`config.mk`:
```
export PLATFORM = sky130hd
export DESIGN_NAME = count_sequence_monitor
export DESIGN_NICKNAME = d
export VERILOG_FILES = /design/src/rtl/count_mon_pkg.sv /design/src/rtl/sat_counter.sv /design/src/rtl/count_sequence_monitor.sv
export SDC_FILE = /design/constraint.sdc
export NUM_CORES = 1
export LEC_CHECK = 0
export ABC_AREA = 1
export BUFFER_PORTS_ARGS = -buffer_cell sky130_fd_sc_hd__buf_2
export CAP_MARGIN = 20
export CORE_MARGIN = 2
export CORE_UTILIZATION = 30
export DETAILED_ROUTE_END_ITERATION = 8
export GPL_ROUTABILITY_DRIVEN = 0
export MAX_ROUTING_LAYER = met4
export PLACE_DENSITY_LB_ADDON = 0.12
export SETUP_SLACK_MARGIN = 0.3
export SLEW_MARGIN = 0
export SYNTH_ARGS = -nofsm -noshare
export SYNTH_HDL_FRONTEND = slang
export SYNTH_SLANG_ARGS = --single-unit
```
`constraint.sdc`:
```
create_clock -name clk -period 1.7 [get_ports clk]
set_clock_uncertainty 0.2 [all_clocks]
set_input_delay 0.255 -clock clk [delete_from_list [all_inputs] [get_ports clk]]
set_output_delay 0.255 -clock clk [all_outputs]
set_load 0.05 [all_outputs]
```
`src/rtl/count_mon_pkg.sv`:
```
// Shared types and default widths for the count sequence monitor.
// Optional legal-hold feature is selected by the MON_HOLD_EN macro in the top level.
// No logic here; types and constants only.
package count_mon_pkg;

  // Monitor FSM: waiting for a reference sample, or tracking the sequence
  typedef enum logic {
    SYNC  = 1'b0,
    TRACK = 1'b1
  } mon_state_t;

  localparam int CNT_W_DEF     = 4;
  localparam int WRAP_W_DEF    = 8;
  localparam int ERR_W_DEF     = 8;
  localparam int ERR_LIMIT_DEF = 3;

  // Consecutive-mismatch counter only needs to reach ERR_LIMIT (max 15)
  localparam int ERR_LIMIT_MAX = 15;
  localparam int CONSEC_W      = 4;

endpackage

```
`src/rtl/sat_counter.sv`:
```
// Event counter that saturates at all-ones; synchronous clear has priority over increment.
// Latency: count reflects inc/clr one clock after they are sampled.
// No backpressure: increments past saturation are silently dropped.
module sat_counter #(
  parameter int W = 8
) (
  input  logic         clk,
  input  logic         rst,
  input  logic         clr,
  input  logic         inc,
  output logic [W-1:0] count
);

  // Count up on inc until all-ones, then hold; clear wins over inc
  always_ff @(posedge clk or negedge rst) begin
    if (!rst) begin
      count <= '0;
    end else if (clr) begin
      count <= '0;
    end else if (inc && !(&count)) begin
      count <= count + W'(1);
    end
  end

endmodule

```
`src/rtl/count_sequence_monitor.sv`:
```
// Checks that valid count samples follow prev+1 mod 2^CNT_W; flags wraps and mismatches.
// Latency: all outputs registered, one clock after the sampled cnt_valid. MON_HOLD_EN: cnt_in==prev is a legal hold.
// No backpressure: every valid sample is consumed; clear discards a coincident sample.
module count_sequence_monitor
  import count_mon_pkg::*;
#(
  parameter int CNT_W     = CNT_W_DEF,
  parameter int WRAP_W    = WRAP_W_DEF,
  parameter int ERR_W     = ERR_W_DEF,
  parameter int ERR_LIMIT = ERR_LIMIT_DEF
) (
  input  logic              clk,
  input  logic              rst,
  input  logic [CNT_W-1:0]  cnt_in,
  input  logic              cnt_valid,
  input  logic              clear,
  output logic              locked,
  output logic              wrap_pulse,
  output logic [WRAP_W-1:0] wrap_count,
  output logic              err_pulse,
  output logic              err_sticky,
  output logic [ERR_W-1:0]  err_count
);

  mon_state_t          state;
  logic [CNT_W-1:0]    prev;
  logic [CONSEC_W-1:0] consec;

  logic [CNT_W-1:0]    exp_cnt;
  logic [CONSEC_W-1:0] consec_inc;
  logic                take;
  logic                in_track;
  logic                seq_ok;
  logic                seq_hold;
  logic                wrap_evt;
  logic                err_evt;

  // Classify the current sample against the expected successor of prev
  always_comb begin
    exp_cnt    = prev + CNT_W'(1);
    consec_inc = consec + CONSEC_W'(1);
    take       = cnt_valid && !clear;
    in_track   = (state == TRACK);
    seq_ok     = (cnt_in == exp_cnt);
`ifdef MON_HOLD_EN
    seq_hold   = (cnt_in == prev);
`else
    seq_hold   = 1'b0;
`endif
    // A wrap is only credited on a correct max->0 step; a bad value after max is an error only
    wrap_evt   = take && in_track && seq_ok && (&prev);
    err_evt    = take && in_track && !seq_ok && !seq_hold;
  end

  // Lock FSM, reference value, consecutive-error tracking and registered flags
  always_ff @(posedge clk or negedge rst) begin
    if (!rst) begin
      state      <= SYNC;
      prev       <= '0;
      consec     <= '0;
      locked     <= 1'b0;
      wrap_pulse <= 1'b0;
      err_pulse  <= 1'b0;
      err_sticky <= 1'b0;
    end else begin
      wrap_pulse <= wrap_evt;
      err_pulse  <= err_evt;
      if (clear) begin
        state      <= SYNC;
        locked     <= 1'b0;
        consec     <= '0;
        err_sticky <= 1'b0;
      end else if (cnt_valid) begin
        // Always resync to the latest sample so a single glitch costs one error
        prev <= cnt_in;
        case (state)
          SYNC: begin
            state  <= TRACK;
            locked <= 1'b1;
            consec <= '0;
          end
          TRACK: begin
            if (err_evt) begin
              err_sticky <= 1'b1;
              if (consec_inc == CONSEC_W'(ERR_LIMIT)) begin
                state  <= SYNC;
                locked <= 1'b0;
                consec <= '0;
              end else begin
                consec <= consec_inc;
              end
            end else begin
              consec <= '0;
            end
          end
        endcase
      end
    end
  end

  sat_counter #(.W(WRAP_W)) u_wrap_cnt (
    .clk   (clk),
    .rst   (rst),
    .clr   (clear),
    .inc   (wrap_evt),
    .count (wrap_count)
  );

  sat_counter #(.W(ERR_W)) u_err_cnt (
    .clk   (clk),
    .rst   (rst),
    .clr   (clear),
    .inc   (err_evt),
    .count (err_count)
  );

endmodule
```
## After elaboration in Yosys (flattened, before gate mapping)

Cells that the tools add are included.

| word-level totals | value |
|---|---|
| flip-flop bits (word level) | 29 |
| input port bits | 8 |

| operators by class | value |
|---|---|
| $add $sub $neg | 4 |
| equal/unequal tests | 4 |
| muxes and demuxes | 23 |
| bitwise operators | 2 |
| reductions and logical operators | 22 |

Operators by type and width:

| kind | count |
|---|---|
| $mux 8 | 4 |
| $add 8x1->8 const B | 2 |
| $mux 4 | 4 |
| $reduce_and 8->1 | 2 |
| $mux 1 | 12 |
| $reduce_bool 2->1 | 5 |
| $add 4x1->4 const B | 2 |
| $pmux 4 s2 | 1 |
| $logic_and 1x1->1 | 7 |
| $ne 3x2->1 const B | 2 |
| $reduce_and 3->1 | 2 |
| $eq 4x2->1 const B | 1 |
| $eq 4x4->1 | 1 |
| $logic_not 1->1 | 4 |
| $pmux 1 s2 | 2 |
| $reduce_and 4->1 | 1 |
| $not 1->1 | 2 |
| $reduce_and 2->1 | 1 |

## Depth between registers and ports, before layout

| logic depth | value |
|---|---|
| word-level depth | 8 |
| depth in mapped cells | 12 |

## By module

Synthesis repeated with hierarchy kept, for this count alone.

| unflattened totals | value |
|---|---|
| cells, all modules | 242 |
| area, all modules | 1745.4 um^2 |

By module, submodules not included:

| module | instances | cells an instance | area each (um^2) | seq. area each (um^2) |
|---|---|---|---|---|
| sat_counter | 2 | 73 | 494.2 | 200.2 |
| count_sequence_monitor | 1 | 96 | 757.0 | 325.3 |

## Least setup slack after synthesis

OpenSTA, ideal clock, no wires.

| timing path | value |
|---|---|
| path kind | reg-to-reg |
| from | reg u_wrap_cnt.count[0] |
| to | reg u_wrap_cnt.count[0] |
| library setup time | 0.119 ns |
| arrival | 1.696 ns |
| path slack | -0.315 ns |
| cell stages (with the launch flop) | 11 |
| period minus slack after synthesis | 2.015 ns |
| cell sequence | dfrtp_1 -> ha_1 -> nand2_1 -> nor2_1 -> inv_2 -> nor2_4 -> nand4_2 -> nand3_4 -> nand2_4 -> nand2_1 -> nand2_1 |

| between the ends | value |
|---|---|
| cells in the longest elaborated chain, start to end | 4 |
| elaborated cells between the ends (all ways) | 7 |
| classes of those cells | add/sub (1); mux (2); reduce/logical (4) |

Ends and longest elaborated chain:

| what | line | RTL |
|---|---|---|
| start: declaration | sat_counter.sv:11 | `output logic [W-1:0] count` |
| start signal: assignment | sat_counter.sv:21 | `count <= count + W'(1);` |
| parallel branches: the longest is 4 deep, another holds $add 8x1->8 | - |  |

Parallel ways; which one is timed is not known. The select of a mux whose other input is x is not followed.
A chain may end at the register's enable or synchronous reset.

## Worst setup path in the final report

| timing path | value |
|---|---|
| from | reg prev[1] |
| to | reg u_wrap_cnt.count[0] |

| between the ends | value |
|---|---|
| cells in the longest elaborated chain, start to end | 6 |
| elaborated cells between the ends (all ways) | 7 |
| classes of those cells | add/sub (1); eq/ne (1); reduce/logical (5) |

Ends and longest elaborated chain:

| what | line | RTL |
|---|---|---|
| start: declaration | count_sequence_monitor.sv:26 | `logic [CNT_W-1:0] prev;` |
| start signal: assignment | count_sequence_monitor.sv:75 | `prev <= cnt_in;` |
| $add 4x1->4 | count_sequence_monitor.sv:40 | `exp_cnt = prev + CNT_W'(1);` |
| $eq 4x4->1 | count_sequence_monitor.sv:44 | `seq_ok = (cnt_in == exp_cnt);` |
| $logic_and 1x1->1 | count_sequence_monitor.sv:51 | `wrap_evt = take && in_track && seq_ok && (&prev);` |
| $logic_and 1x1->1 * | count_sequence_monitor.sv:51 |  |
| $logic_and 1x1->1 * | sat_counter.sv:20 | `end else if (inc && !(&count)) begin` |
| $reduce_bool 2->1 (no source line) * | - |  |

Every way passes the cells marked *; elsewhere a longest branch is shown, timed or not.

==> summary.txt <==
Nets - 276
Core Box Area - 0.00547 mm^2
1st-iter DRT viols - 45
Sequential share of the synthesized area - 42.7%
Largest net degree at the start of global routing - 16
GRT Util Overall - 14.6%
Finished Layout Cells - 336
Vias in the first global route - 1482
Synth warn - 0
Total number of vias - 1496
Max transition margin - 73.4%
Total routed wirelength - 4050 um
Crit-path most repeated cell - nand2_1
Final max-slew violation count - 0
Layout cells sized above 1 - 38.6%
Post-route cell area - 0.00247 mm^2
Setup_tns - -1340 ps
CP cell instances - ha_4, xnor2_2, nand2_1, nor2_4, nand2_4, clkinv_4, nand3_4, nand2_4, nand2_1, nand2_1
CTS root buffer - clkbuf_8
Htree depth - 2
Flops & latches, synth - 29
CTS tree - done
Ports - 28
Setup Crit Path Kind - flip-flop to flip-flop
Clock-pin slew on the worst setup and hold paths - 70 ps
Syn Nets - 220
Worst setup margin - -93.7 ps
Max Cap Violations - 0
Critical Path RT - 1730 ps
Die area - 0.00628 mm^2
Tot Pwr - 1.94 mW
Failing checks - setup timing
Final Util - 45.1%
CP Launch Point - prev[1]
FF-to-FF Start - prev[1]
Post-Syn Area - 0.00170 mm^2
Crit path DAT - 1820 ps
Final Critical Period - 1790 ps
DR pass1 iterations - 4
CP endpoint kind - flip-flop
Mean Syn Cell Area - 8.20 um^2
Overflow after GRT - 0
FMAX - 558 MHz
FP Rows - 27
Reg-to-Reg End - u_wrap_cnt.count[0]
Period utilization - 106%
Die Ht - 79.2 um
Hold Path Class - input pin to flip-flop
PwrDens - 787 mW/mm^2
Inst Count DP - 321
Distinct cells, synth - 33
RSZ-0062 raised after global routing - yes
Startpoint type of the worst setup path - flip-flop
Skew-Pair Late Insertion Delay - 290 ps
CP max stage delay - 410 ps
Final Hold Viols - 0
FF-to-FF setup slack - -90 ps
Critical Path Fanout Max - 7
Outcome - complete, but fails checks
Buffers on Ports - 27
Area growth syn-to-layout - 45.4%
Leakage - 1.21 nW
Slew of the pin with the lowest slew margin - 399 ps
First-pass GRT wire length - 6840 um
Post-place setup slack - -151 ps
Via density - 4.45
Slowest cell on crit path - dfrtp_1
CP endpoint - u_wrap_cnt.count[0]
Dpl hpwl - 2780 um
ANT nets after route - 0
Final setup violation count - 22
Final hold slack - 9.57 ps
Cells after synthesis - 207
Worst r2r path cells - 10
Antenna violations before repair - 0
Number of remaining DRC errors - 0
Placed Area - 0.00207 mm^2
Wire per inst - 12.0 um
Max clock buf depth - 2
Die extent in x - 79.2 um
N_diodes - 0
Worst vdd ir - 0.000445 V
Hold_sp - cnt_in[0]
Total CTS buffers - 5
Sink Count - 29
Starting Density - 31.0%
[kinds of logic after synthesis]
logic type / share of synthesized area, %
AND/OR/NAND/NOR: 35.8
flip-flops: 42.7
buffers and inverters: 6.85
AO/OA/AOI/OAI: 4.50
XOR/XNOR: 5.16
adder cells (fa/ha/maj): 3.68
multiplexers: 1.25
[cell usage in the layout (no fill, tap or decap), types with 2 or more instances in the layout]
master and instances:
buf_2 11, buf_4 18, buf_6 13, buf_8 6
bufinv_16 2, clkbuf_8 5, dfrtp_1 24, dfrtp_2 5
ha_1 3, inv_1 17, inv_2 5, nand2_1 55
nand2_2 9, nand2_4 4, nand3_1 17, nand3_2 4
nand3_4 2, nor2_1 17, nor2_4 3, nor3_1 3
nor3b_1 3, o21ai_0 7, o21ai_1 2, xnor2_1 2
xor2_1 7
[Yosys cell counts, drive strengths merged]
| library cell | instances | area [um^2] |
|---|---|---|
| a21oi | 1 | 5.00 |
| xor2 | 7 | 61.3 |
| o21bai | 1 | 7.51 |
| nor2 | 22 | 116 |
| nor4 | 1 | 6.26 |
| o22ai | 1 | 6.26 |
| buf | 1 | 11.3 |
| ha | 5 | 62.6 |
| nor3 | 4 | 31.3 |
| o31ai | 1 | 7.51 |
| clkinv | 1 | 8.76 |
| clkbuf | 2 | 7.51 |
| o21ai | 10 | 50.0 |
| nand3 | 22 | 133 |
| xnor2 | 3 | 26.3 |
| mux2 | 1 | 11.3 |
| inv | 23 | 88.8 |
| dfrtp | 29 | 726 |
| nand4 | 1 | 12.5 |
| mux2i | 1 | 10.0 |
| nand2 | 67 | 287 |
| nor3b | 3 | 22.5 |
[sequential cells by signal (all words and copies together) (netlist names)]
name and cells:
in_track 1, prev 4, err_pulse 1, locked 1, wrap_pulse 1, u_err_cnt.count 8, u_wrap_cnt.count 8, err_sticky 1
consec 4
[how the worst min path moves through the flow]
stage | to | slack (ps) | cells past startpoint
after floorplan | consec[0] | -240 | 0
after global placement | consec[0] | 6 | 1
after detailed placement | consec[3] | 5 | 1
after CTS | prev[0] | 3 | 3
after global routing | prev[0] | 30 | 3
final | prev[0] | 10 | 3
[critical path: cells and delay by family (launching register included)]
family / cells / cell delay [ps]
DFF: 1 / 410
buffers and inverters: 1 / 70
and+or+nand+nor: 7 / 670
adders and majority gates: 1 / 290
xor gates and xnor gates: 1 / 100
[repair_timing]
item | CTS | global route
hold endpoints to repair | 14 | 0
cloned | 2 | 0
hold buffers | 1 | 0
pin swaps | 7 | 10
resized for setup | 37 | 20
setup buffers | 3 | 1
setup endpoints to repair | 41 | 39
[report_power, final]
group          total [mW]  internal, mW  leakage (nW)  switching [mW]
Sequential          0.739         0.717         0.385          0.0219
Combinational       0.341         0.142         0.759           0.199
Clock               0.863         0.582        0.0681           0.281
[per-layer routing]
layer,vias to the layer above,part of all wire [%],track usage [%]
met5,-,0,-
met4,0,1.2,5.17
met3,6,3.0,4.09
met2,29,49,23.4
met1,682,46,17.7
li1,779,-,-
[final cells by class]
| type | instances | area (um^2) |
|---|---|---|
| Fill cell | 557 | 3000 |
| Multi-Input combinational cell | 153 | 958 |
| Sequential cell | 29 | 732 |
| Timing Repair Buffer | 50 | 457 |
| Inverter | 24 | 97.6 |
| Tap cell | 72 | 90.1 |
| Clock buffer | 5 | 68.8 |
| Clock inverter | 3 | 65.1 |
Power figures use the tool's default switching activity.
